<file path="config.mk">
export PLATFORM = sky130hd
export DESIGN_NAME = pipeline_hazard_ctrl
export DESIGN_NICKNAME = d
export VERILOG_FILES = /design/src/rtl/pipeline_hazard_ctrl.sv
export SDC_FILE = /design/constraint.sdc
export NUM_CORES = 1
export LEC_CHECK = 0
export ABC_AREA = 1
export BUFFER_PORTS_ARGS = -buffer_cell sky130_fd_sc_hd__buf_2
export CAP_MARGIN = 20
export CELL_PAD_IN_SITES_DETAIL_PLACEMENT = 1
export CELL_PAD_IN_SITES_GLOBAL_PLACEMENT = 1
export CORE_UTILIZATION = 33
export CTS_BUF_LIST = sky130_fd_sc_hd__clkbuf_16
export CTS_CLUSTER_SIZE = 10
export DETAILED_ROUTE_END_ITERATION = 8
export GPL_TIMING_DRIVEN = 0
export HOLD_SLACK_MARGIN = 0.06
export PLACE_DENSITY_LB_ADDON = 0.1
export SLEW_MARGIN = 20
export SYNTH_ARGS = -nofsm -noshare
export SYNTH_HDL_FRONTEND = slang
export SYNTH_SLANG_ARGS = --single-unit
</file>
<file path="constraint.sdc">
create_clock -name clk -period 1.7 [get_ports clk]
set_input_delay 0.085 -clock clk [delete_from_list [all_inputs] [get_ports clk]]
set_output_delay 0.085 -clock clk [all_outputs]
set_load 0.005 [all_outputs]
</file>
<file path="src/rtl/pipeline_hazard_ctrl.sv">
// Hazard/sequencing control for the 5-stage pipeline: load-use stalls, branch/jump flushes, memory freeze, watchdog.
// Control outputs are combinational (zero latency); state, fault and counters update on the following edge.
module pipeline_hazard_ctrl #(
  parameter int MEM_TIMEOUT = 16
) (
  input  logic        clk,
  input  logic        reset,
  input  logic [4:0]  id_rs,
  input  logic [4:0]  id_rt,
  input  logic        id_use_rs,
  input  logic        id_use_rt,
  input  logic        ex_mem_read,
  input  logic [4:0]  ex_rt,
  input  logic        ex_branch_taken,
  input  logic        id_jump,
  input  logic        mem_busy,
  output logic        pc_write,
  output logic        if_id_write,
  output logic        if_id_flush,
  output logic        id_ex_bubble,
  output logic        ex_mem_hold,
  output logic        fault,
  output logic [1:0]  state,
  output logic [15:0] stall_count,
  output logic [15:0] flush_count
);

  typedef enum logic [1:0] {
    RUN        = 2'd0,
    LOAD_STALL = 2'd1,
    FREEZE     = 2'd2,
    FAULT      = 2'd3
  } stateT;

  stateT      curState;
  logic [7:0] wdCnt;
  logic       luRaw;
  logic       lu;

  assign luRaw = ex_mem_read && (ex_rt != 5'd0) &&
                 ((id_use_rs && (id_rs == ex_rt)) || (id_use_rt && (id_rt == ex_rt)));
  // The bubble inserted by the previous stall already separates the pair.
  assign lu    = luRaw && (curState != LOAD_STALL);

  assign state = curState;
  assign fault = (curState == FAULT);

  always_comb begin
    pc_write     = 1'b1;
    if_id_write  = 1'b1;
    if_id_flush  = 1'b0;
    id_ex_bubble = 1'b0;
    ex_mem_hold  = 1'b0;
    if (!reset) begin
      pc_write     = 1'b0;
      if_id_write  = 1'b0;
      if_id_flush  = 1'b1;
      id_ex_bubble = 1'b1;
    end else if (curState == FAULT) begin
      pc_write     = 1'b0;
      if_id_write  = 1'b0;
      id_ex_bubble = 1'b1;
      ex_mem_hold  = 1'b1;
    end else if (mem_busy) begin
      pc_write     = 1'b0;
      if_id_write  = 1'b0;
      ex_mem_hold  = 1'b1;
    end else if (ex_branch_taken) begin
      if_id_write  = 1'b0;
      if_id_flush  = 1'b1;
      id_ex_bubble = 1'b1;
    end else if (id_jump) begin
      if_id_write  = 1'b0;
      if_id_flush  = 1'b1;
    end else if (lu) begin
      pc_write     = 1'b0;
      if_id_write  = 1'b0;
      id_ex_bubble = 1'b1;
    end
  end

  always_ff @(posedge clk) begin
    if (!reset) begin
      curState    <= RUN;
      wdCnt       <= 8'd0;
      stall_count <= 16'd0;
      flush_count <= 16'd0;
    end else begin
      wdCnt <= (mem_busy && (curState != FAULT)) ? wdCnt + 8'd1 : 8'd0;

      if (curState == FAULT)
        curState <= FAULT;
      else if (mem_busy && (wdCnt == 8'(MEM_TIMEOUT - 1)))
        curState <= FAULT;
      else if (mem_busy)
        curState <= FREEZE;
      else if ((curState == RUN) && lu && !ex_branch_taken)
        curState <= LOAD_STALL;
      else
        curState <= RUN;

      if ((curState != FAULT) && !pc_write && (stall_count != 16'hFFFF))
        stall_count <= stall_count + 16'd1;
      if (if_id_flush && (flush_count != 16'hFFFF))
        flush_count <= flush_count + 16'd1;
    end
  end

endmodule

</file>
# Word level (Yosys, flattened, before mapping)
# Cells that the tools add are included.
[word_totals] inputBits=23 n_memories=0 romBits=0 ramBits=0 elab_cells=62 register_bits=42 latchBits=0
[op_classes] reduce_logical=18 magnitude_cmp=0 n_div=0 bitwise_logic=0 n_eq_ne=8 addsub=3 multipliers=0 shift=0 n_mux=29
[op_table] operator="$add 16x1->16 const B" count=2
[op_table] operator="$ne 16x16->1 const B" count=2
[op_table] operator="$mux 1" count=26
[op_table] operator="$logic_and 1x1->1" count=12
[op_table] operator="$eq 5x5->1" count=2
[op_table] operator="$add 8x1->8 const B" count=1
[op_table] operator="$eq 8x4->1 const B" count=1
[op_table] operator="$mux 2" count=3
[op_table] operator="$reduce_bool 5->1" count=1
[op_table] operator="$eq 2x2->1 const B" count=1
[op_table] operator="$logic_not 1->1" count=2
[op_table] operator="$logic_not 2->1" count=1
[op_table] operator="$ne 2x1->1 const B" count=1
[op_table] operator="$ne 2x2->1 const B" count=1
[op_table] operator="$reduce_and 2->1" count=1
[op_table] operator="$logic_or 1x1->1" count=1

# Depth between registers and ports, before layout
# Gate-level depths: netlist (run 1).
[depth] word_depth=14 mapped_depth=12 depth_no_buf=12

# Worst setup path before layout (run 1)
# No wires, ideal clock.
[synth_path] kind="flip-flop to flip-flop" from="register stall_count[0]" to="register stall_count[5]" path_slack_ps=-75 period_less_slack_ps=1775 path_stages_with_launch=10 t_arrival_ps=1639 required_ps=1564 setup_ps=136 path_cell_list="dfxtp_1 -> ha_1 -> nand2_2 -> nor3_4 -> nand2_2 -> nor3_4 -> nand2_4 -> buf_2 -> nand4_1 -> a21oi_2"
[synth_via] elab_chain_cells=2 elab_cells_between_ends=3 classes_between="add/sub: 1; eq/ne: 1; reduce/logical: 1"
[synth_lines] item="start, declared" line_no="24" rtl="output logic [15:0] stall_count,"
[synth_lines] item="start signal, assigned" line_no="103" rtl="stall_count <= stall_count + 16'd1;"
[synth_lines] item="branches (longest 2 deep; another with $add 16x1->16)"
# Parallel ways; which one is timed is not known.
# A chain may end at the register's enable or synchronous reset.

# Final worst setup path (run 1)
[layout_path] from="register stall_count[1]" to="register stall_count[5]"
# The elaborated chain is that of the path after synthesis.

==> reports/metrics.csv, run 1 <==
metric;value;unit
run_status;complete, no violations;
grt_pass1_vias;2729;
yosysWarningCount;0;
grt_overflow;0;
synthAdderAreaFrac;1.47;%
synth.distinct_cells;28;
synth-compound-area-share;11.3;%
grt_max_degree;14;
fin_setup_tns;0;ns
via_per_inst;4.85;
fillers;978;
ant_nets;0;
remaining_drc_errors;0;
internal_power;1.82;mW
r2r_start;stall_count[1]$_SDFFE_PN0P_;
drive_gt1_share;30.4;%
port_buffers;62;
rows;31;
switching_share;24.8;%
regToRegEndpoint;stall_count[5]$_SDFFE_PN0P_;
first_pass_iters;4;
timing.final.crit_share;98.8;%
die_area;8090;sq um
tightest_slew;0.621;ns
cts_tree;yes;
worstSkewPairLatency;0.29;ns
drt_iter0_markers;53;
rrSetupSlack;0.02;ns
clock_path_buffers;2;
ir_drop;351;uV
syn_nets;410;
dpl_cell_area;3000;sq um
max_freq;0.596;GHz
pwr-share-comb;11.8;%
cts.sinks;42;
skew;0.00965;ns
hp-class;in2reg;
hold_depth;4;
start_kind;flop;
avgRoutedWirePerCell;13.5;um
rsz0062_at_grt;true;
fin_nets;495;
drv_slew;0;
min_from;ex_branch_taken;
grtUsageTotal;18.8;%
timing.final.crit_period;1.68;ns
gp_congestion;0.834;
cp_data_required_time;1.91;ns
p_leak;1.53;nW
crit_path_end_kind;flop;
clkPwrFrac;45.7;%
clk_pin_slew;0.07;ns
vias;2758;
synth_xor_area_share;5.49;%
critical_path_arrival;1.89;ns
post-place-ws;-0.211;ns
die_h;89.9;um
fin_area;3400;sq um
antenna_found_initial;0;
relSlewSlack;58.6;%
r2r_cells;10;
powerDensity;710;nW/um^2
synth_area;2550;sq um
seqPwrFrac;42.5;%
area_growth_syn_to_layout;33.3;%
root_buffer;clkbuf_16;
wl;7700;um
synth_top_family_by_area;simple AND/OR/NAND/NOR gates;
grt_first_pass_wirelength;12500;um
yosysSeqAreaShare;32.9;%
cap_violations;0;
coreArea;7370;sq um
syn_area_per_cell;6.65;sq um
hold_viol_final;0;
synth_cells;384;
crit_fanout;5;
start_util;34.6;%
setup_viol;0;
dpl.hpwl;5630;um
critPathKind;reg2reg;
cts_buffers;5;
die_w;89.9;um
synth-seq-cells;42;
htree_levels;2;
p_switching;598;uW
whs;0.0907;ns
postLayoutSetupSlackWorst;0.0212;ns
diodes;0;
min_to;state[0]$_SDFF_PN0_;
muxShareOfSynthArea;0;%
ioPinCount;63;
synth-simple-area-share;37.3;%
==> worst max path at each step <==
stage | from | end | cells after the start
2_1_floorplan | stall_count[0]$_SDFFE_PN0P_ | stall_count[7]$_SDFFE_PN0P_ | 10
3_3_place_gp | stall_count[0]$_SDFFE_PN0P_ | stall_count[7]$_SDFFE_PN0P_ | 10
3_5_place_dp | stall_count[0]$_SDFFE_PN0P_ | stall_count[7]$_SDFFE_PN0P_ | 10
4_1_cts | stall_count[1]$_SDFFE_PN0P_ | stall_count[7]$_SDFFE_PN0P_ | 10
5_1_grt | stall_count[1]$_SDFFE_PN0P_ | stall_count[7]$_SDFFE_PN0P_ | 10
6_report | stall_count[1]$_SDFFE_PN0P_ | stall_count[5]$_SDFFE_PN0P_ | 10
==> cell usage after synthesis <==
library cell	n	share of area, %
nand2_1	77	11
inv_1	62	9.1
dfxtp_1	42	33
nor2_1	42	6.2
nand4_1	23	5.6
a21oi_1	21	4.1
nand3_1	21	4.1
nor3_1	16	3.1
nand2_2	13	3.2
o21ai_0	13	2.5
xor2_1	11	3.8
a21oi_2	10	3.4
xnor2_1	5	1.7
nor4_1	4	0.98
a31oi_1	3	0.74
buf_2	3	0.59
clkbuf_1	3	0.44
ha_1	3	1.5
buf_1	2	0.29
nor3_4	2	1.3
buf_12	1	0.78
clkinv_1	1	0.15
inv_2	1	0.15
nand2_4	1	0.44
nand3_4	1	0.69
nor3b_1	1	0.29
o21a_1	1	0.29
o21ai_1	1	0.20
==> registers in the layout, indices dropped and copies added, names as in the netlist <==
signal,count
flush_count,16
stall_count,16
wdCnt,8
state,2
==> power groups by stage <==
stage / clock [mW] / sequential (mW) / combinational (mW)
floorplan: 0 / 1.05 / 0.136
global placement: 0 / 1.05 / 0.226
detailed placement: 0 / 1.05 / 0.232
CTS: 1.13 / 1.03 / 0.254
global route: 1.16 / 1.03 / 0.319
finish: 1.11 / 1.03 / 0.285
==> layout make-up <==
class	count	area (sq um)	area share, %
timing repair buffer	78	460	13.5
multi-input combinational	269	1480	43.4
clock buffer	5	125	3.68
sequential	42	865	25.4
buffer	9	71.3	2.10
inverter	64	240	7.06
clock inverter	3	41.3	1.21
tap	99	124	3.64
==> timing repair <==
action | CTS | global route
resized for setup | 13 | 19
setup buffers | 7 | 8
pin swaps | 4 | 9
hold buffers | 0 | 0
endpoints found under the setup margin | 23 | 22
cloned | 0 | 1
==> stage by stage <==
| stage | utilization, % | instances | total power, mW |
|---|---|---|---|
| after floorplan | - | 384 | 1.18 |
| after global placement | 40.8 | 545 | 1.27 |
| after detailed placement | 40.8 | 545 | 1.28 |
| after CTS | 44.4 | 560 | 2.40 |
| after global routing | 46.2 | 569 | 2.50 |
| final | 46.2 | 569 | 2.42 |
==> metal layers <==
layer	wire (um)	vias to the layer above	track usage [%]
li1	-	1412	-
met5	0	-	0
met1	3460	1299	21.9
met3	206	7	3.05
met2	3930	40	35.1
met4	99	0	5.65
==> critical path, cell delays in order (launching register included) <==
cell,delay (ns)
dfxtp_4,0.36
ha_4,0.15
nand2_4,0.06
nor3_4,0.14
nand2_2,0.10
nor3_4,0.23
nand2_4,0.11
nand3_4,0.13
clkbuf_16,0.17
nand2_2,0.05
a21oi_2,0.10
==> cells by family after synthesis <==
family	count (synthesis)
XOR/XNOR	16
AO/OA/AOI/OAI	49
AND/OR/NAND/NOR	201
flip-flops	42
adder cells (fa/ha/maj)	3
buffers and inverters	73
==> layout by cell type (no fill, tap or decap), drive strengths merged <==
cell type  synthesis  final
inv               63     64
dfxtp             42     42
nand3             22     22
o21a               1      1
nor3b              1      1
nand2             91     91
o21ai             14     14
clkbuf             3      9
clkinv             1      1
a21oi             31     31
clkinvlp           0      1
bufinv             0      1
nand4             23     23
ha                 3      3
xnor2              5      5
a31oi              3      3
buf                6     83
xor2              11     11
nor4               4      4
nor3              18     18
nor2              42     42
Power figures use the tool's default switching activity.
==> inputs of run 2 (changes only) <==
--- a/config.mk
+++ b/config.mk
@@ -17,6 +17,7 @@
 export GPL_TIMING_DRIVEN = 0
 export HOLD_SLACK_MARGIN = 0.06
 export PLACE_DENSITY_LB_ADDON = 0.1
+export REMOVE_ABC_BUFFERS = 1
 export SLEW_MARGIN = 20
 export SYNTH_ARGS = -nofsm -noshare
 export SYNTH_HDL_FRONTEND = slang
==> reports/metrics.csv, run 2 (synthesis gave the netlist of run 1 again) <==
metric;value;unit
hp-class;in2reg;
powerDensity;695;nW/um^2
ant_nets;0;
die_w;89.9;um
p_switching;574;uW
worstSkewPairLatency;0.28;ns
route.met3.wl;232;um
critPathKind;reg2reg;
root_buffer;clkbuf_16;
max_freq;0.601;GHz
grt_pass1_vias;2718;
first_pass_iters;4;
wl_met1;3580;um
fillers;971;
drive_gt1_share;32.5;%
final_cell_mix;nand2_1, inv_1, buf_2;
hold_viol_final;0;
drv_slew;0;
multi_input_area;1560;sq um
reg_top3;flush_count: 16 flops, stall_count: 16 flops, wdCnt: 8 flops;
skew;0.00810;ns
crit_path_max_incr_delay;0.37;ns
gp_congestion;0.764;
drt_iter0_markers;68;
die_h;89.9;um
critical_path_arrival;1.86;ns
instances_no_fill;564;
final_common_cell;nand2_1;
grtUsageTotal;19.4;%
dpl.hpwl;5100;um
switching_share;24.2;%
fin_setup_tns;0;ns
internal_power;1.80;mW
p_leak;1.54;nW
pwr-share-comb;11.4;%
antenna_found_initial;0;
seqPwrFrac;43.4;%
cts_hold_buf;0;
crit_chain;ha_4 -> nand2_4 -> nor3_4 -> nand2_2 -> nor3_4 -> nand2_4 -> nand3_4 -> nand2_2 -> a21oi_2;
cap_violations;0;
ir_drop;418;uV
fin_nets;490;
crit_fanout;8;
via_per_inst;4.91;
placedCellCount;536;
clock_path_buffers;2;
start_kind;flop;
ioPinCount;63;
slowest_stage;dfxtp_4;
tightest_slew;0.455;ns
avgRoutedWirePerCell;13.7;um
cts.sinks;42;
relSlewSlack;69.4;%
wl;7720;um
cp_data_required_time;1.90;ns
cts_tree;yes;
timing.final.crit_period;1.66;ns
clkPwrFrac;45.2;%
area_growth_syn_to_layout;33.7;%
diodes;0;
cts_buffers;5;
coreArea;7370;sq um
timing.final.crit_share;97.9;%
register_area;862;sq um
grt_first_pass_wirelength;12900;um
grt_max_degree;28;
htree_levels;2;
dr_wl_met2;3830;um
finalPower;2.37;mW
rsz0062_at_grt;true;
top_layer;met4;
port_buffers;62;
die_area;8090;sq um
rows;31;
grt_overflow;0;
start_util;34.6;%
run_status;complete, no violations;
vias;2772;
clk_pin_slew;0.06;ns
remaining_drc_errors;0;
setup_viol;0;
crit_path_end_kind;flop;
[run 2: cell types whose count changed in the layout (fill, tap and decap cells not counted), sizes merged]
cell and change:
buf -5, clkbuf -4, clkinvlp -1, inv +1
nand2 +3, nand3 +1
[run 2: per-stage QoR]
step	setup WS (ns)	instance area, sq um	util, %	hold slack, ns
floorplan	-0.289	2500	-	0.208
global placement	-0.795	2930	39.8	0.391
detailed placement	-0.895	2930	39.8	0.395
CTS	0.00866	3290	44.7	0.0920
global route	-0.0813	3410	46.3	0.112
finish	0.0363	3410	46.3	0.0967
[run 2: worst paths after layout]
path	endpoint	cells past startpoint	slack [ns]	start
setup / recovery	stall_count[3]$_SDFFE_PN0P_	9	0.04	stall_count[0]$_SDFFE_PN0P_
hold / removal	state[0]$_SDFF_PN0_	4	0.1	ex_branch_taken
setup reg to reg	stall_count[3]$_SDFFE_PN0P_	9	0.04	stall_count[0]$_SDFFE_PN0P_
hold reg to reg	wdCnt[0]$_SDFF_PN0_	1	0.45	wdCnt[0]$_SDFF_PN0_
[run 2: power groups by stage]
stage / Clock [mW] / Sequential (mW) / Combinational, mW
floorplan: 0 / 1.04 / 0.121
global placement: 0 / 1.04 / 0.209
detailed placement: 0 / 1.04 / 0.216
CTS: 1.11 / 1.02 / 0.251
global route: 1.14 / 1.03 / 0.305
finish: 1.07 / 1.03 / 0.271
[run 2: cell type report]
| type | instances | area share [%] |
|---|---|---|
| Clock buffer | 5 | 3.67 |
| Clock inverter | 3 | 1.10 |
| Inverter | 64 | 7.19 |
| Multi-Input combinational cell | 273 | 45.7 |
| Sequential cell | 42 | 25.3 |
| Tap cell | 99 | 3.63 |
| Timing Repair Buffer | 78 | 13.5 |
[run 2: timing repair]
item                       in CTS  in global routing
pin swaps                       7                 11
setup endpoints to repair      44                 26
gates resized for setup        24                 22
hold endpoints to repair        0                  0
buffers inserted                9                  7
cloned                          4                  0
[run 2: per-layer routing]
metal | global-route usage (%) | vias to the layer above
met5 | 0 | -
met4 | 5.24 | 0
met3 | 2.96 | 7
met2 | 34.7 | 51
met1 | 24.1 | 1302
li1 | - | 1412
[run 2: critical path: cells and delay by family, from the launching register on]
family                   cells  cell delay (ns)
AND/OR/NAND/NOR              7             0.93
adder cells (fa/ha/maj)      1             0.15
AO/OA/AOI/OAI                1             0.15
flip-flops                   1             0.37
==> inputs of run 3 (changes only) <==
--- a/config.mk
+++ b/config.mk
@@ -10,6 +10,7 @@
 export CAP_MARGIN = 20
 export CELL_PAD_IN_SITES_DETAIL_PLACEMENT = 1
 export CELL_PAD_IN_SITES_GLOBAL_PLACEMENT = 1
+export CORE_ASPECT_RATIO = 2
 export CORE_UTILIZATION = 33
 export CTS_BUF_LIST = sky130_fd_sc_hd__clkbuf_16
 export CTS_CLUSTER_SIZE = 10
==> reports/metrics.csv, run 3 (synthesis gave the netlist of run 1 again) <==
metric;value;unit
dr_wl_met2;5000;um
root_buffer;clkbuf_16;
hp-class;in2reg;
fin_nets;497;
grt_first_pass_wirelength;13600;um
first_pass_iters;4;
p_leak;1.56;nW
die_area;8110;sq um
cp_data_required_time;1.91;ns
run_status;complete, no violations;
rows;45;
timing.final.crit_period;1.69;ns
grt_overflow;0;
crit_fanout;8;
ant_nets;0;
postLayoutSetupSlackWorst;0.0126;ns
max_freq;0.593;GHz
antenna_found_initial;0;
cts_hold_buf;0;
start_kind;flop;
top_layer;met4;
reg_top3;flush_count: 16 flops, stall_count: 16 flops, wdCnt: 8 flops;
hold_viol_final;0;
die_w;64.2;um
die_h;126;um
placedCellCount;531;
grt_pass1_vias;2981;
clock_path_buffers;2;
setup_viol;0;
grtUsageTotal;21.7;%
instances_no_fill;566;
skew;0.00929;ns
area_growth_syn_to_layout;35.3;%
remaining_drc_errors;0;
rsz0062_at_grt;true;
drt_iter0_markers;92;
drv_slew;0;
cts_buffers;5;
crit_chain;ha_4 -> nand2_4 -> nor3_4 -> nand2_2 -> nor3_4 -> nand2_4 -> nand3_4 -> nand2_2 -> a21oi_2;
avgRoutedWirePerCell;15.2;um
powerDensity;655;nW/um^2
critical_path_arrival;1.90;ns
final_common_cell;nand2_1;
cts_tree;yes;
wl;8620;um
htree_levels;2;
dpl.hpwl;5690;um
via_per_inst;5.00;
cap_violations;0;
worstSkewPairLatency;0.29;ns
gp_congestion;0.743;
post-place-ws;-0.999;ns
grt_max_degree;28;
tightest_slew;0.484;ns
final_cell_mix;nand2_1, inv_1, buf_2;
relSlewSlack;67.5;%
fillers;1026;
route.met3.wl;262;um
timing.final.crit_share;99.3;%
cts.sinks;42;
wl_met1;3060;um
port_buffers;62;
diodes;0;
drive_gt1_share;33.5;%
coreArea;7540;sq um
ir_drop;538;uV
crit_path_max_incr_delay;0.36;ns
critPathKind;reg2reg;
clk_pin_slew;0.07;ns
crit_path_end_kind;flop;
ioPinCount;63;
slowest_stage;dfxtp_4;
vias;2829;
start_util;33.8;%
run 3: timing repair:
| item | CTS | global route |
|---|---|---|
| endpoints found under the setup margin | 45 | 25 |
| gates resized for setup | 27 | 26 |
| buffers inserted | 12 | 10 |
| pin swaps | 17 | 13 |
| gates cloned | 4 | 1 |
run 3: worst paths after layout:
check | endpoint | cells after the start | slack, ns | startpoint
hold reg to reg | wdCnt[0]$_SDFF_PN0_ | 1 | 0.45 | wdCnt[0]$_SDFF_PN0_
setup / recovery | stall_count[3]$_SDFFE_PN0P_ | 9 | 0.01 | stall_count[1]$_SDFFE_PN0P_
hold / removal | state[0]$_SDFF_PN0_ | 4 | 0.1 | mem_busy
setup reg to reg | stall_count[3]$_SDFFE_PN0P_ | 9 | 0.01 | stall_count[1]$_SDFFE_PN0P_
run 3: worst max-delay path: cells and delay by family, from the launching register on:
| family | cells | cell delay [ns] |
|---|---|---|
| flops | 1 | 0.36 |
| simple gates | 7 | 0.96 |
| fa+ha+maj | 1 | 0.15 |
| compound gates | 1 | 0.13 |
run 3: area by class of cell:
class	instances	area, sq um	area share, %
Multi-Input combinational cell	274	1590	46.1
Inverter	64	245	7.10
Sequential cell	42	870	25.2
Tap cell	94	118	3.41
Clock inverter	3	17.5	0.507
Clock buffer	5	125	3.62
Timing Repair Buffer	84	488	14.1
run 3: power breakdown:
group / internal (mW) / leakage (nW) / switching (mW)
Sequential: 1.00 / 0.347 / 0.0259
Clock: 0.539 / 0.0750 / 0.407
Combinational: 0.119 / 1.14 / 0.171
run 3: metal layers:
metal	vias up	track usage [%]
li1	1421	-
met1	1331	19.5
met2	55	43.7
met3	22	3.87
met4	0	11.1
met5	-	0
run 3: through the flow:
step | TNS (ns) | power (mW) | hold slack, ns | util, % | instance area (sq um)
floorplan | -3.79 | 1.16 | 0.208 | - | 2500
global placement | -30.96 | 1.26 | 0.397 | 38.8 | 2930
detailed placement | -31.02 | 1.26 | 0.400 | 38.8 | 2930
CTS | -0.882 | 2.26 | 0.0942 | 43.8 | 3310
global route | -0.994 | 2.37 | 0.108 | 45.8 | 3450
finish | 0 | 2.26 | 0.0960 | 45.8 | 3450
